$ cat config.mk
export PLATFORM = sky130hd
export DESIGN_NAME = stim_sequencer
export DESIGN_NICKNAME = d
export VERILOG_FILES = /design/src/rtl/stim_seq_pkg.sv /design/src/rtl/stim_seq_timer.sv /design/src/rtl/stim_sequencer.sv
export SDC_FILE = /design/constraint.sdc
export NUM_CORES = 1
export LEC_CHECK = 0
export BUFFER_PORTS_ARGS = -buffer_cell sky130_fd_sc_hd__buf_2
export CELL_PAD_IN_SITES_DETAIL_PLACEMENT = 0
export CELL_PAD_IN_SITES_GLOBAL_PLACEMENT = 2
export CORE_MARGIN = 10
export CORE_UTILIZATION = 30
export DETAILED_ROUTE_END_ITERATION = 8
export GPL_TIMING_DRIVEN = 0
export PLACE_DENSITY_LB_ADDON = 0.1
export SLEW_MARGIN = 15
export SYNTH_ARGS = -nofsm -noshare
export SYNTH_HDL_FRONTEND = slang
export SYNTH_SLANG_ARGS = --single-unit
export TNS_END_PERCENT = 5
$ cat constraint.sdc
create_clock -name clock -period 3 [get_ports clock]
set_input_delay 0.45 -clock clock [delete_from_list [all_inputs] [get_ports clock]]
set_output_delay 0.45 -clock clock [all_outputs]
set_load 0.005 [all_outputs]
$ cat src/rtl/stim_seq_pkg.sv
// Shared types and constants for the stimulus sequencer: program word
// layout, command and state encodings, and the timer operation codes.
package stim_seq_pkg;

  localparam int WORD_W      = 16;
  localparam int STIM_W      = 12;
  localparam int PAYLOAD_MSB = 11;
  localparam int HOLD_LSB    = 12;
  localparam int CMD_LSB     = 14;
  localparam int HOLD_W      = 2;
  localparam int CMD_W       = 2;
  localparam int TMR_W       = 8;

  typedef enum logic [CMD_W-1:0] {
    CMD_APPLY    = 2'b00,
    CMD_WAIT_CTS = 2'b01,
    CMD_WAIT_CTR = 2'b10,
    CMD_END      = 2'b11
  } cmd_e;

  typedef enum logic [2:0] {
    IDLE,
    FETCH,
    LOAD,
    APPLY,
    WAIT,
    DONE
  } state_e;

  typedef enum logic [1:0] {
    TMR_KEEP,
    TMR_LOAD,
    TMR_DEC,
    TMR_INC
  } tmr_op_e;

  typedef struct packed {
    cmd_e              cmd;
    logic [HOLD_W-1:0] hold;
    logic [STIM_W-1:0] payload;
  } word_t;

  // Split a raw program word into its fields.
  function automatic word_t decode_word(input logic [WORD_W-1:0] w);
    word_t f;
    f.payload = w[PAYLOAD_MSB:0];
    f.hold    = w[HOLD_LSB +: HOLD_W];
    f.cmd     = cmd_e'(w[CMD_LSB +: CMD_W]);
    return f;
  endfunction

endpackage

$ cat src/rtl/stim_seq_timer.sv
// Single 8-bit counter shared by the APPLY hold countdown and the WAIT
// timeout count-up. The two uses never overlap, so one register suffices.
module stim_seq_timer
  import stim_seq_pkg::*;
#(
  parameter int TIMEOUT = 255
) (
  input  logic              clock,
  input  logic              reset,
  input  tmr_op_e           op,
  input  logic [HOLD_W-1:0] load_val,
  output logic              zero,
  output logic              term
);

  logic [TMR_W-1:0] cnt_q;
  logic [TMR_W-1:0] cnt_d;

  // Next count from the requested operation.
  always_comb begin
    // NOTE: default first so every path assigns cnt_d; no latch is inferred.
    cnt_d = cnt_q;
    case (op)
      TMR_LOAD: cnt_d = TMR_W'(load_val);
      TMR_DEC:  cnt_d = cnt_q - TMR_W'(1);
      TMR_INC:  cnt_d = cnt_q + TMR_W'(1);
      default:  cnt_d = cnt_q;
    endcase
  end

  // Counter register with synchronous reset.
  always_ff @(posedge clock) begin
    // NOTE: non-blocking so all flops update together from pre-edge values.
    if (reset) cnt_q <= '0;
    else       cnt_q <= cnt_d;
  end

  assign zero = (cnt_q == '0);
  // Terminal when this cycle is the TIMEOUT-th wait cycle (count started at 0).
  assign term = (cnt_q == TMR_W'(TIMEOUT - 1));

endmodule

$ cat src/rtl/stim_sequencer.sv
// Programmable stimulus engine: fetches 16-bit words, drives the 12-bit
// payload to the target DUT for hold+1 cycles, optionally stalls on the
// cts/ctr handshake, and stops on END, LAST_ADDR, timeout or halt.
module stim_sequencer
  import stim_seq_pkg::*;
#(
  parameter int ADDR_W    = 10,
  parameter int LAST_ADDR = 1000,
  parameter int TIMEOUT   = 255
) (
  input  logic              clock,
  input  logic              reset,
  input  logic              run,
  input  logic              halt,
  output logic              mem_rd,
  output logic [ADDR_W-1:0] mem_addr,
  input  logic [WORD_W-1:0] mem_rdata,
  input  logic              cts,
  input  logic              ctr,
  output logic [STIM_W-1:0] stim_out,
  output logic              busy,
  output logic              done,
  output logic              timeout_err,
  output logic [ADDR_W-1:0] pc
);

  localparam logic [ADDR_W-1:0] LAST_PC = ADDR_W'(LAST_ADDR);

  state_e            state_q, state_d;
  logic [ADDR_W-1:0] pc_q, pc_d;
  logic [STIM_W-1:0] stim_q, stim_d;
  cmd_e              cmd_q, cmd_d;
  logic              terr_q, terr_d;

  tmr_op_e           tmr_op;
  logic [HOLD_W-1:0] tmr_load_val;
  logic              tmr_zero;
  logic              tmr_term;

  word_t             word;
  logic              advance;
  logic              wait_sig;

  assign word     = decode_word(mem_rdata);
  assign wait_sig = (cmd_q == CMD_WAIT_CTS) ? cts : ctr;

  stim_seq_timer #(
    .TIMEOUT (TIMEOUT)
  ) u_timer (
    .clock    (clock),
    .reset    (reset),
    .op       (tmr_op),
    .load_val (tmr_load_val),
    .zero     (tmr_zero),
    .term     (tmr_term)
  );

  // Next-state, program counter, stimulus and timer control.
  always_comb begin
    state_d      = state_q;
    pc_d         = pc_q;
    stim_d       = stim_q;
    cmd_d        = cmd_q;
    terr_d       = terr_q;
    tmr_op       = TMR_KEEP;
    tmr_load_val = '0;
    advance      = 1'b0;

    case (state_q)
      IDLE, DONE: begin
        if (run && !halt) begin
          state_d = FETCH;
          pc_d    = '0;
          terr_d  = 1'b0;
        end
      end
      FETCH: state_d = LOAD;
      LOAD: begin
        if (word.cmd == CMD_END) begin
          state_d = DONE;
        end else begin
          stim_d       = word.payload;
          cmd_d        = word.cmd;
          tmr_op       = TMR_LOAD;
          tmr_load_val = word.hold;
          state_d      = APPLY;
        end
      end
      APPLY: begin
        if (!tmr_zero) begin
          tmr_op = TMR_DEC;
        end else if (cmd_q == CMD_APPLY) begin
          advance = 1'b1;
        end else begin
          tmr_op  = TMR_LOAD;
          state_d = WAIT;
        end
      end
      WAIT: begin
        if (wait_sig) begin
          advance = 1'b1;
        end else if (tmr_term) begin
          terr_d  = 1'b1;
          state_d = DONE;
        end else begin
          tmr_op = TMR_INC;
        end
      end
      default: state_d = IDLE;
    endcase

    // Finishing a word: stop at the last address, otherwise fetch the next.
    if (advance) begin
      if (pc_q == LAST_PC) begin
        state_d = DONE;
      end else begin
        pc_d    = pc_q + ADDR_W'(1);
        state_d = FETCH;
      end
    end

    // Abort overrides everything except the sticky timeout flag.
    if (halt && state_q != IDLE) begin
      state_d = IDLE;
      pc_d    = '0;
      stim_d  = '0;
      terr_d  = terr_q;
    end
  end

  // State registers with synchronous reset.
  always_ff @(posedge clock) begin
    if (reset) begin
      state_q <= IDLE;
      pc_q    <= '0;
      stim_q  <= '0;
      cmd_q   <= CMD_APPLY;
      terr_q  <= 1'b0;
    end else begin
      state_q <= state_d;
      pc_q    <= pc_d;
      stim_q  <= stim_d;
      cmd_q   <= cmd_d;
      terr_q  <= terr_d;
    end
  end

  assign mem_rd      = (state_q == FETCH);
  assign mem_addr    = pc_q;
  assign pc          = pc_q;
  assign stim_out    = stim_q;
  assign busy        = (state_q == FETCH) || (state_q == LOAD) ||
                       (state_q == APPLY) || (state_q == WAIT);
  assign done        = (state_q == DONE);
  assign timeout_err = terr_q;

endmodule

[Yosys cells after proc, flatten, opt, wreduce, memory -nomap -nowiden]
Index checks and enable logic that the tools add are counted.
Word-level totals
  flip-flop bits (word level): 36
  word-level logic and storage cells: 79
Operators by class
  add/sub/neg operators: 3
  eq/ne operators: 20
  multiplexer cells: 31
  bitwise logic cells: 2
  reductions and logical operators: 17
Operators with widths (number)
  10-bit 2-to-1 mux: 4
  3-bit 2-to-1 mux: 8
  8-bit one-hot mux with 3 select lines: 1
  3-bit inequality test (second input constant): 5
  3-bit one-hot mux with 5 select lines: 1
  10-bit by 1-bit adder with 10-bit output (second input constant): 1
  10-bit equality test (second input constant): 1
  2-bit 2-to-1 mux: 5
  5-bit AND reduction: 2
  1-bit 2-to-1 mux: 9
  8-bit by 1-bit adder with 8-bit output (second input constant): 1
  8-bit equality test (second input constant): 1
  8-bit zero test: 1
  8-bit by 1-bit subtractor with 8-bit output (second input constant): 1
  2-bit equality test (second input constant): 3
  3-bit by 2-bit equality test with 1-bit output (second input constant): 2
  3-bit equality test (second input constant): 2
  2-bit inequality test (second input constant): 3
  2-bit one-hot mux with 3 select lines: 1
  3-bit nonzero test: 2
  2-bit by 1-bit equality test with 1-bit output (second input constant): 2
  1-bit one-hot mux with 2 select lines: 2
  2-bit OR reduction: 2
  3-bit by 1-bit equality test with 1-bit output (second input constant): 1
  other kinds (8): 12

[Logic depth before layout (Yosys ltp)]
Gate-level depths: netlist (run 1).
  depth after elaboration: 6
  gate-level depth with buffers: 12
  mapped depth without buffers: 11

[Modules after synthesis]
Synthesis (run 1) repeated with hierarchy kept, for this count alone.
Unflattened totals
  cells, all modules: 270
  area total of the unflattened synthesis: 2167.1 um^2
Modules (own cells, without submodules)
  stim_sequencer: instances 1, cells each 191, area each 1522.7 um^2, seq. area each 560.5 um^2
  stim_seq_timer: instances 1, cells each 79, area each 644.4 um^2, seq. area each 160.2 um^2

[Worst setup path before layout (run 1)]
Ideal clock, no wire load.
  kind: register to register
  from: register cmd_q[0]
  to: register u_timer.cnt_q[7]
  library setup time: 79 ps
  arrival: 2659 ps
  path slack: 262 ps
  stages on the path, launching flop included: 12
  buffers on the path: 0
  clock period less this slack: 2738 ps
  cell sequence: dfxtp_1 > nor2b_1 > mux2_4 > nor2_1 > inv_1 > ha_1 > a211oi_1 > o21bai_1 > a211oi_1 > o211ai_4 > or3_1 > o211ai_1
Between the ends
  longest elaborated chain between the ends: 6
RTL lines
  from (decl): RTL line stim_sequencer.sv:32  | cmd_e cmd_q, cmd_d;
  from (signal assigned): RTL line stim_sequencer.sv:143  | cmd_q <= cmd_d;
  2-bit by 1-bit equality test with 1-bit output or 2-bit zero test (tied branches): RTL line stim_sequencer.sv:45, stim_sequencer.sv:92
  1-bit 2-to-1 mux, on equally long branches: RTL line stim_sequencer.sv:45, stim_sequencer.sv:92
  2-bit 2-to-1 mux, on equally long branches: RTL line stim_sequencer.sv:100, stim_sequencer.sv:90
  2-bit one-hot mux with 3 select lines (*): RTL line stim_sequencer.sv:69  | case (state_q)
  2-bit equality test or 2-bit by 1-bit equality test with 1-bit output (tied branches): RTL line stim_seq_timer.sv:23  | case (op)
  8-bit one-hot mux with 3 select lines or 3-bit nonzero test (tied branches)
  to (signal assigned): RTL line stim_seq_timer.sv:35  | else cnt_q <= cnt_d;
  to (decl): RTL line stim_seq_timer.sv:16  | logic [TMR_W-1:0] cnt_q;
Every way passes the cells marked *; elsewhere a longest branch is shown, timed or not.
A chain may end at the register's enable or synchronous reset.

[Worst setup path after layout (run 1)]
Ends and elaborated chain as after synthesis.

==> run metrics, run 1 <==
max-cap violations 0; met2 wire len 2169 um; post-route ant nets 0; commonest non-fill, non-tap cell in the layout buf_2; Leak 1.092 nW; critical path arrival 3000 ps; met3 routed WL 442 um; Final Hold Viols 0; # DRC 0; status complete, no violations; Top FF cell, synth dfxtp_1; Avg WL per Cell 13.32 um; GRT Overall Usage 10.49%; area of placed instances 0.002496 mm2; Post-Synth Simple-Gate Area 27.05%; startpoint types flop; Die Width 103.5 um; largest family of logic cells by synthesized area simple AND/OR/NAND/NOR gates; Placeable Area 0.006794 mm2; Syn-to-layout area delta 23.82%; post-route setup TNS 0 ps; Tightest Pin Transition 519.7 ps; 1st-iter DRT viols 69; Vias 1866; post-place setup slack -126.7 ps; async set-reset flop share out of synthesis 0%; mapped cell area 0.002091 mm2; port bufs 57; Num Clock Sinks 36; fin util 38.10%; clock buffer depth 2; Post-DP HPWL 4267 um; largest net degree at the start of global routing 11; Diodes inserted 0; worst min-delay path class primary input to flop; syn_area_per_cell 8.199 um2; setup slack after layout 210.6 ps; Root Driver clkbuf_8; final worst path period share 92.98%; register bit count reported by yosys 36; first-pass GRT wire length 8818 um; highest routed layer met4; number of synthesized flops with an enable pin 0; YS warnings 0; max frequency 358.5 MHz; Post-Synth Adder-Cell Area 5.745%; Initial Utilization 30.77%; DRT Pass-1 Iters 4; Critical Setup Path Class flop to flop; register area share after synthesis 34.47%; commonest non-fill, non-tap cells in the layout 59 x buf_2, 38 x nand2_1, 36 x dfxtp_1, 27 x nor2_1, 23 x a21oi_1; crit-path max FO 10; Reg clk slew, reported paths 80 ps; vias in the first global route 1776; Top Ports 58; Final Cell Area 0.002589 mm2; worst slew margin relative to its limit 65.06%; total die area 0.01071 mm2; CTS tree yes; pwr/cell area 567.9 mW/mm2; hold-fix buffers at CTS 0; Post-Route WL 5529 um; Die Ht 103.5 um; layout cell share with drive strength beyond 1 28.21%; Cells after Synth 255; htree depth 2; mux contribution to synthesized area 2.154%; syn nets 286; via/cell ratio 4.496; Met1 Routed Length 2858 um; nets 350; Remaining Overflow, GRT 0; CP endpoint kind flop; Core Rows 30; Peak supply drop 241.4 uV; post-synthesis compound-gate area fraction 17.00%; Clock Latency Late Sink 290 ps; XOR/XNOR Fraction of Synth Area 6.284%; number of setup violations in the final report 0; total CTS buffers 5; setup bufs post-CTS 0; RSZ-0062 raised after global routing false; filler cell count 737; final clock skew 10.99 ps; initial antenna violation count 0; final max-slew violation count 0; post-synth cell types 50; Req. time, crit path 3210 ps; min Tclk post-route 2789 ps; Routability Congestion 0.6874
==> power by group <==
| group | leakage (nW) | total [mW] | internal, mW | switching, mW |
|---|---|---|---|---|
| sequential | 0.291 | 0.563 | 0.523 | 0.0400 |
| clock | 0.0410 | 0.330 | 0.158 | 0.172 |
| combinational | 0.760 | 0.577 | 0.250 | 0.327 |
| total | 1.09 | 1.47 | 0.931 | 0.539 |
==> registers in the layout (all words and copies together), names as in the netlist <==
name,count
cmd_q,2
mem_addr,10
state_q,3
u_timer.cnt_q,8
stim_out,12
timeout_err,1
==> kinds of logic after synthesis <==
logic type	Yosys count
and+or+nand+nor	112
AOI/OAI and AO/OA	52
DFF	36
buffers and inverters	27
xor gates and xnor gates	15
adders and majority gates	9
muxes	4
==> synthesized netlist by cell type, types with 2 or more instances <==
| cell | n | area share [%] |
|---|---|---|
| nand4b_1 | 4 | 1.7 |
| dfxtp_1 | 36 | 34 |
| o211ai_1 | 2 | 0.72 |
| nand2b_1 | 7 | 2.1 |
| a211oi_1 | 2 | 0.72 |
| nor2b_1 | 5 | 1.5 |
| inv_1 | 6 | 1.1 |
| mux2i_1 | 3 | 1.4 |
| o21ai_0 | 3 | 0.72 |
| o31ai_1 | 2 | 0.72 |
| ha_1 | 8 | 4.8 |
| nand2_1 | 38 | 6.8 |
| or3_1 | 3 | 0.90 |
| nor2_1 | 28 | 5.0 |
| a21o_1 | 3 | 1.1 |
| xor2_1 | 8 | 3.4 |
| nand4_1 | 7 | 2.1 |
| buf_2 | 2 | 0.48 |
| nor3_1 | 3 | 0.72 |
| a22oi_1 | 6 | 2.2 |
| xnor2_1 | 7 | 2.9 |
| buf_4 | 11 | 3.9 |
| and2_1 | 2 | 0.60 |
| nand3_1 | 5 | 1.2 |
| a21oi_1 | 23 | 5.5 |
| clkbuf_1 | 7 | 1.3 |
==> worst max-delay path, cell delays in order (launching register included) <==
cell and delay (ps):
dfxtp_1 350, nor2b_1 180, mux2_4 360, nor2_4 160
inv_4 90, ha_1 290, a211oi_1 260, o21bai_1 160
a211oi_2 300, o211ai_4 110, or3_1 350, o211ai_1 90
==> timing repair <==
item	CTS	global route
gates resized for setup	2	3
pin swaps	0	1
setup endpoints to repair	1	1
==> path summary, 6_finish.rpt <==
check | slack (ps) | depth (start not counted) | from | to
max | 210 | 11 | cmd_q[0] | u_timer.cnt_q[7]
min | 390 | 3 | mem_rdata[6] | stim_out[6]
max reg2reg | 210 | 11 | cmd_q[0] | u_timer.cnt_q[7]
min reg2reg | 450 | 2 | stim_out[2] | stim_out[2]
==> layout make-up <==
type | count | area [um2] | share of cell area [%]
clock buffer | 6 | 72.57 | 2.803
buffer | 21 | 130.1 | 5.027
sequential | 36 | 720.7 | 27.84
timing repair buffer | 57 | 285.3 | 11.02
inverter | 6 | 25.02 | 0.9667
multi-input combinational | 192 | 1230 | 47.51
tap | 96 | 120.1 | 4.640
clock inverter | 1 | 5.005 | 0.1933
==> stage by stage <==
stage / instances / total power, mW / hold slack [ps]
2_1_floorplan: 255 / 0.9905 / 444.7
3_3_place_gp: 408 / 1.155 / 440.5
3_5_place_dp: 408 / 1.152 / 446.2
4_1_cts: 415 / 1.498 / 374.1
5_1_grt: 415 / 1.590 / 392.3
6_report: 415 / 1.470 / 388.6
==> metal layers <==
metal	track usage, %	up-vias
li1	-	1002
met1	14.58	805
met2	14.52	53
met3	3.920	6
met4	3.209	0
met5	0	-
No activity file was read; power rests on OpenSTA's default activity.
==> inputs of run 2 (changes only) <==
--- a/config.mk
+++ b/config.mk
@@ -9,7 +9,8 @@
 export CELL_PAD_IN_SITES_DETAIL_PLACEMENT = 0
 export CELL_PAD_IN_SITES_GLOBAL_PLACEMENT = 2
 export CORE_MARGIN = 10
-export CORE_UTILIZATION = 30
+export CORE_UTILIZATION = 31
+export CTS_BUF_LIST = sky130_fd_sc_hd__clkbuf_8
 export DETAILED_ROUTE_END_ITERATION = 8
 export GPL_TIMING_DRIVEN = 0
 export PLACE_DENSITY_LB_ADDON = 0.1
==> run metrics, run 2 (same netlist as run 1, synthesis figures left out) <==
Remaining Overflow, GRT 0 (unchanged); htree depth 2 (unchanged); first-pass GRT wire length 8901 um (+0.94%); Peak supply drop 257.5 uV (+6.7%); Avg WL per Cell 13.78 um (+3.4%); worst min-delay path class primary input to flop; Diodes inserted 0 (unchanged); commonest non-fill, non-tap cell in the layout buf_2; Vias 1879 (+0.70%); Root Driver clkbuf_8; worst slew margin relative to its limit 64.93% (-0.13 points); commonest non-fill, non-tap cells in the layout 59 x buf_2, 38 x nand2_1, 36 x dfxtp_1, 27 x nor2_1, 23 x a21oi_1; Leak 1.114 nW (+2.0%); max-cap violations 0 (unchanged); pwr/cell area 615.8 mW/mm2 (+8.4%); initial antenna violation count 0 (unchanged); crit-path max FO 10 (unchanged); Tightest Pin Transition 521.6 ps (+1.906 ps); critical path arrival 2970 ps (-30 ps); total die area 0.01043 mm2 (-2.6%); Final Hold Viols 0 (unchanged); layout cell share with drive strength beyond 1 28.75% (+0.54 points); RSZ-0062 raised after global routing false; Initial Utilization 32.37% (+1.6 points); Critical Setup Path Class flop to flop; total power 1.605 mW (+9.2%); Top Ports 58 (unchanged); startpoint types flop; Routability Congestion 0.7046 (+2.5%); filler cell count 714 (-3.1%); final worst path period share 91.74% (-1.2 points); hold-fix buffers at CTS 0 (unchanged); Multi-input gate area 0.001225 mm2 (-0.41%); max frequency 363.3 MHz (+1.4%); total CTS buffers 5 (unchanged); via/cell ratio 4.733 (+5.3%); final max-slew violation count 0 (unchanged); post-place setup slack -77.20 ps (+49.51 ps); DRT Pass-1 Iters 4 (unchanged); Die Width 102.1 um (-1.3%); Syn-to-layout area delta 24.66%; setup slack after layout 247.8 ps (+37.21 ps); max reg flops 12 (unchanged); port bufs 57 (unchanged); Reg area 720.7 um2 (unchanged); CTS tree yes; Placeable Area 0.006459 mm2 (-4.9%); number of setup violations in the final report 0 (unchanged); Num Clock Sinks 36 (unchanged); final clock skew 3.192 ps (-7.802 ps); # DRC 0 (unchanged); Core Rows 29 (-3.3%); GRT Overall Usage 10.55% (+0.060 points); vias in the first global route 1828 (+2.9%); nets 350 (unchanged); Post-Route WL 5469 um (-1.1%); status complete, no violations; Die Ht 102.1 um (-1.3%); post-route ant nets 0 (unchanged); Clock Latency Late Sink 290 ps (about the same); CP endpoint kind flop; Req. time, crit path 3220 ps (about the same); min Tclk post-route 2752 ps (-37.22 ps); 1st-iter DRT viols 44 (-36%); Reg clk slew, reported paths 70 ps (about the same); largest net degree at the start of global routing 12 (+1); Post-DP HPWL 4294 um (+0.64%); clock buffer depth 2 (unchanged)
-- run 2: cell types whose count changed in the layout (fill, tap and decap cells not counted) --
cell / delta
inv_2: +1
bufinv_16: +1
clkinv_2: -1
clkbuf_8: +2
clkbuf_1: -1
nor2_2: +1
inv_4: -1
nor2_4: -1
-- run 2: worst paths after layout --
path / from / slack (ps) / end / cells after the start
worst max-delay path: cmd_q[0] / 250 / u_timer.cnt_q[7] / 11
worst min-delay path: mem_rdata[2] / 390 / stim_out[2] / 3
worst max register to register: cmd_q[0] / 250 / u_timer.cnt_q[7] / 11
worst min register to register: stim_out[2] / 450 / stim_out[2] / 2
-- run 2: area by class of cell --
cell class	instances	share of cell area, %
Sequential cell	36	27.65
Tap cell	77	3.697
Clock inverter	1	1.152
Buffer	21	4.993
Clock buffer	7	3.697
Multi-Input combinational cell	192	47.00
Inverter	6	0.8641
Timing Repair Buffer	57	10.95
-- run 2: repair_timing --
action                     CTS  global route
pin swaps                    0             1
hold endpoints to repair     0             0
setup buffers                0             0
setup endpoints to repair    1             1
gates resized for setup      1             2
-- run 2: metal layers --
metal	track usage (%)	routed length, um
met4	2.928	17
met3	2.969	299
met5	0	0
met1	12.64	2467
met2	18.02	2684
-- run 2: worst max-delay path, stage by stage, from the launching register on --
cell      delay, ps
dfxtp_1         350
nor2b_1         170
mux2_4          350
nor2_2          170
inv_2           130
ha_1            310
a211oi_1        250
o21bai_1        140
a211oi_2        270
o211ai_4        100
or3_1           350
o211ai_1         90
-- run 2: power breakdown --
group	leakage, nW	internal [mW]	switching [mW]	total, mW
sequential	0.291	0.523	0.0409	0.564
clock	0.0645	0.293	0.179	0.472
combinational	0.759	0.250	0.320	0.569
-- run 2: per-stage QoR --
step           hold WS, ps  cell area (um2)  std cells  setup TNS, ps  util [%]
6_report             392.8             2606        397              0     40.35
5_1_grt              380.9             2606        397              0     40.35
4_1_cts              382.4             2604        397              0     40.31
3_5_place_dp         443.5             2472        389         -77.20     38.28
3_3_place_gp         438.9             2472        389         -61.19     38.28
2_1_floorplan        444.7             2091        255              0         -
